===== src/rtl/cache_refill_ctrl.sv =====
// Miss/refill and write-through sequencer for the MEM-stage 2-way data cache.
// Optional hit/miss statistics counters are built when STATS_EN is defined.
module cache_refill_ctrl #(
    parameter int ADDR_WIDTH = 32,
    parameter int DATA_WIDTH = 32,
    parameter int CNT_WIDTH  = 16
) (
    input  logic                  clk,
    input  logic                  rst_n,
    input  logic                  LdSrcM,
    input  logic                  StSrcM,
    input  logic [ADDR_WIDTH-1:0] addrM,
    input  logic [DATA_WIDTH-1:0] wdataM,
    input  logic                  hit,
    output logic                  stall,
    output logic                  cacheFill,
    output logic [DATA_WIDTH-1:0] cacheFillData,
    output logic                  memReq,
    output logic                  memWe,
    output logic [ADDR_WIDTH-1:0] memAddr,
    output logic [DATA_WIDTH-1:0] memWdata,
    input  logic [DATA_WIDTH-1:0] memRdata,
    input  logic                  memReady
`ifdef STATS_EN
    ,
    output logic [CNT_WIDTH-1:0]  hitCount,
    output logic [CNT_WIDTH-1:0]  missCount
`endif
);

    typedef enum logic [1:0] {
        IDLE    = 2'd0,
        RD_WAIT = 2'd1,
        FILL    = 2'd2,
        WR_WAIT = 2'd3
    } state_t;

    state_t state, state_nxt;
    logic   st_go, ld_miss, ld_hit;

    if (CNT_WIDTH < 1) begin : g_bad_cnt
        $error("CNT_WIDTH must be at least 1");
    end

    // A store wins over a simultaneous load; the load is simply not seen.
    assign st_go   = (state == IDLE) & StSrcM;
    assign ld_miss = (state == IDLE) & ~StSrcM & LdSrcM & ~hit;
    assign ld_hit  = (state == IDLE) & ~StSrcM & LdSrcM &  hit;

    always_ff @(posedge clk or negedge rst_n) begin
        if (!rst_n) state <= IDLE;
        else        state <= state_nxt;
    end

    always_comb begin
        state_nxt = state;
        stall     = 1'b0;
        cacheFill = 1'b0;
        memReq    = 1'b0;
        memWe     = 1'b0;
        case (state)
            IDLE: begin
                if (StSrcM) begin
                    state_nxt = WR_WAIT;
                    stall     = 1'b1;
                end else if (LdSrcM && !hit) begin
                    state_nxt = RD_WAIT;
                    stall     = 1'b1;
                end
            end
            RD_WAIT: begin
                memReq = 1'b1;
                stall  = 1'b1;
                if (memReady) state_nxt = FILL;
            end
            FILL: begin
                cacheFill = 1'b1;
                stall     = 1'b1;
                state_nxt = IDLE;
            end
            WR_WAIT: begin
                memReq = 1'b1;
                memWe  = 1'b1;
                // The pipeline may advance in the very cycle the write completes.
                stall  = ~memReady;
                if (memReady) state_nxt = IDLE;
            end
            default: state_nxt = IDLE;
        endcase
        // Keep stall quiet while reset is held even if the MEM stage shows a miss.
        if (!rst_n) stall = 1'b0;
    end

    // Request address/data are captured on accept and held until IDLE returns.
    always_ff @(posedge clk or negedge rst_n) begin
        if (!rst_n) begin
            memAddr  <= '0;
            memWdata <= '0;
        end else if (st_go) begin
            memAddr  <= addrM;
            memWdata <= wdataM;
        end else if (ld_miss) begin
            memAddr  <= addrM;
        end
    end

    always_ff @(posedge clk or negedge rst_n) begin
        if (!rst_n)                             cacheFillData <= '0;
        else if (state == RD_WAIT && memReady)  cacheFillData <= memRdata;
    end

`ifdef STATS_EN
    logic justFilled;

    // The load that triggered a refill re-looks-up right after FILL; that hit is not new.
    always_ff @(posedge clk or negedge rst_n) begin
        if (!rst_n) justFilled <= 1'b0;
        else        justFilled <= (state == FILL);
    end

    always_ff @(posedge clk or negedge rst_n) begin
        if (!rst_n) begin
            hitCount  <= '0;
            missCount <= '0;
        end else begin
            if (ld_hit && !justFilled && hitCount != '1)
                hitCount <= hitCount + 1'b1;
            if (ld_miss && missCount != '1)
                missCount <= missCount + 1'b1;
        end
    end
`endif

endmodule


===== config.mk =====
export PLATFORM = sky130hd
export DESIGN_NAME = cache_refill_ctrl
export DESIGN_NICKNAME = d
export VERILOG_FILES = /design/src/rtl/cache_refill_ctrl.sv
export SDC_FILE = /design/constraint.sdc
export NUM_CORES = 1
export LEC_CHECK = 0
export ABC_CLOCK_PERIOD_IN_PS = 4800
export BUFFER_PORTS_ARGS = -buffer_cell sky130_fd_sc_hd__buf_2
export CORE_ASPECT_RATIO = 0.8
export CORE_UTILIZATION = 49
export CTS_CLUSTER_DIAMETER = 80
export DETAILED_ROUTE_END_ITERATION = 16
export GPL_ROUTABILITY_DRIVEN = 0
export PLACE_DENSITY = 0.91
export SLEW_MARGIN = 25
export SYNTH_ARGS = -nofsm -noshare
export SYNTH_HDL_FRONTEND = slang
export SYNTH_SLANG_ARGS = --single-unit

===== constraint.sdc =====
create_clock -name clk -period 4.8 [get_ports clk]
set_input_delay 0.24 -clock clk [delete_from_list [all_inputs] [get_ports clk]]
set_output_delay 0.24 -clock clk [all_outputs]
set_load 0.03 [all_outputs]

==> metrics.txt <==
PortBufs=201; Crit. Startpoint=state[0]$_DFFE_PN0P_; Reg power frac=between 30% and 40%; CP bufs+invs=1; switching pwr=roughly 1900 µW; Synth Instances=226; cell chain of the critical path=inv_1 -> ha_1 -> nand2_2 -> mux2_2; Worst Hold Depth=2; maxcap violations=0; Seq/Total Area, Yosys=between 60% and 70%; path type of the worst min-delay path=in -> reg; core area=approximately 0.0076 mm²; postcts setup bufs=0; Root Driver=clkbuf_8; critical path data arrival time=between 2 and 2.5 ns; TritonCTS clock tree=done; drt first-iter violations=between 40 and 50; Crit Reg-Reg Startpoint=state[0]$_DFFE_PN0P_; hold path startpoint=addrM[3]; vias in the first global route=~2700; DP HPWL=6780 µm; die area=approximately 0.0084 mm²; synthesized net count=334; fmax=between 0.4 and 0.5 GHz; Row Count=28; Setup crit start kind=register; leakage power figure=0.00273 µW; fraction of layout instances using a drive strength above 1=between 60 and 70%; critical path class=reg -> reg; Worst Path Required=5.04 ns; Area growth syn-to-layout=32.7%; status=finished clean; fillers=approximately 550; setup_tns=0 ns; antenna-violating nets left=0; Worst Reg2Reg Path Length in Cells=4; average vias per placed instance=4.83; logic gate share of total power=52.3%; Max Root-Sink Buffers=2; RSZ-0062 raised after global routing=false; PostCTS Resize Cnt=0; Final Setup Violations=0; worst-path maximum fanout=32; critical path's top delay family=simple AND/OR/NAND/NOR gates; DRC errors left=0; crit share post-route=between 40% and 50%; CP Capture Type=register; Final #Nets=540; TritonCTS Buffers=9; Sw Ratio=44.2%; Peak VDD IR=about 0.42 mV; Slew HR=a little over 30%; initial antenna violation count=0; #FFs+latches synth=roughly 100; global route overflow=0; GRT Util Overall=between 20% and 30%; clock share of power=between 10 and 15%; Clock transition at path regs=approximately 0.09 ns; reg2reg end=memWdata[0]$_DFFE_PN0P_; Clock Skew=0.00959 ns; WHS Endpoint=memAddr[3]$_DFFE_PN0P_; synth unique cells=18; slowest CP cell=nand2_2; # clock sinks=between 90 and 100; top cell type's share of synthesized area=between 60 and 70%; Routed WL per cell=about 17 µm; worst reg-to-reg setup slack=about 2.7 ns; Slew Limit Fails=0; Placed Cells=about 530; Post-Route WL=8930 µm; Vert. Die Dim=between 80 and 90 µm; Int Pwr=around 2400 µW; Yosys warning total=0; vias after detailed routing=about 2600; largest net degree at the start of global routing=between 50 and 60; Period minus WS final=2.12 ns; synthesized cell area=just under 0.004 mm²; Yosys top cell by area=dfrtp_1; H-tree Lvls=3; Pre-Repair DR Iteration Count=2; die width=a little over 100 µm; max incr delay on CP=0.77 ns; clk_lat worst skew=about 0.36 ns; first-pass GRT wire length=roughly 13000 µm; top cells by area, synth=dfrtp_1, mux2_4, mux2_2; Fin. Hold Viols=0; Worst Max-Slew Pin Slew=1.04 ns; I/O pin total=202; Pwr Density=814 mW/mm²; synthesized area per cell=17.4 µm²; # diodes=0; final non-filler cell total=541; Initial Util=approximately 52%
-- sequential cells by signal (all words and copies together), names as in the netlist --
register,cells
state,2
memAddr,32
cacheFillData,32
memWdata,32
-- synth_stat cells --
cell and instances:
inv_1 4, nor2_1 2, mux2i_1 2, nand2_1 1
o21ai_4 1, nor2b_2 1, o32ai_2 1, buf_6 6
nand2_2 1, ha_1 6, o31ai_1 1, a21oi_1 1
mux2_4 30, mux2_2 36, dfrtp_1 98, nor2b_1 1
mux2_1 31, buf_2 3
-- kinds of logic (layout without fill, tap and decap cells) --
kind of cell / Yosys count / after routing / share of synthesized area (%)
fa+ha+maj: 6 / 6 / 1.91
mux: 99 / 99 / 31.2
flops: 98 / 98 / 62.4
compound gates: 4 / 4 / 1.15
buf+inv: 13 / 223 / 2.48
simple gates: 6 / 6 / 0.829
-- layout by cell type (no fill, tap or decap), drive strengths merged --
| cell type | instances |
|---|---|
| ha | 6 |
| nor2 | 2 |
| dfrtp | 98 |
| nand2 | 2 |
| a21oi | 1 |
| bufinv | 1 |
| buf | 203 |
| inv | 4 |
| o32ai | 1 |
| o31ai | 1 |
| mux2i | 2 |
| nor2b | 2 |
| mux2 | 97 |
| clkbuf | 13 |
| o21ai | 1 |
| dlygate4sd3 | 1 |
| clkinv | 1 |
-- stage by stage --
| step | hold slack (ns) | power (µW) | util [%] | worst slack (ns) | instance area (µm²) |
|---|---|---|---|---|---|
| detailed placement | 0.257 | 3730 | 66.1 | 2.67 | 5000 |
| finish | 0.0868 | 4240 | 68.9 | 2.68 | 5210 |
| global placement | 0.240 | 3630 | 66.1 | 2.76 | 5000 |
| global route | 0.0736 | 4460 | 68.9 | 2.57 | 5210 |
| CTS | 0.0735 | 4280 | 68.9 | 2.66 | 5210 |
| floorplan | -0.0556 | 3080 | - | 3.08 | 3930 |
-- what timing repair did --
| action | in CTS | in global routing |
|---|---|---|
| hold endpoints to repair | 41 | 0 |
| endpoints found under the setup margin | 0 | 0 |
| hold buffers | 1 | 0 |
-- worst max path at each step --
stage / endpoint / slack (ns) / cells after the start
global placement: memWdata[31]$_DFFE_PN0P_ / 2.76 / 4
detailed placement: memWdata[0]$_DFFE_PN0P_ / 2.67 / 4
floorplan: stall / 3.08 / 4
CTS: memWdata[0]$_DFFE_PN0P_ / 2.66 / 4
finish: memWdata[0]$_DFFE_PN0P_ / 2.68 / 4
global route: memWdata[0]$_DFFE_PN0P_ / 2.57 / 4
-- area by class of cell --
cell class / instances / area [µm²] / share of cell area, %
clock buffers: 13 / 169 / 3.24
clock inverters: 2 / 35.0 / 0.672
repair buffers: 204 / 1030 / 19.8
inverters: 4 / 15.0 / 0.288
flip-flops and latches: 98 / 2450 / 47.0
multi-input cells: 115 / 1380 / 26.4
well taps: 105 / 131 / 2.52
-- per-layer routing --
metal,up-vias,track usage (%),wire [µm],share of wire (%)
met5,-,0,0,0
met4,0,8.29,177,2.0
met3,17,6.72,613,6.9
met2,116,40.1,4800,54
met1,1286,21.5,3340,37
li1,1196,-,-,-
-- power groups by stage --
stage | Combinational, µW | Clock [µW] | Sequential, µW
finish | 2220 | 545 | 1480
global route | 2340 | 592 | 1530
CTS | 2240 | 560 | 1480
detailed placement | 2240 | 0 | 1490
global placement | 2170 | 0 | 1450
floorplan | 777 | 0 | 2310
Note: power is estimated with default switching activity, not from simulation.
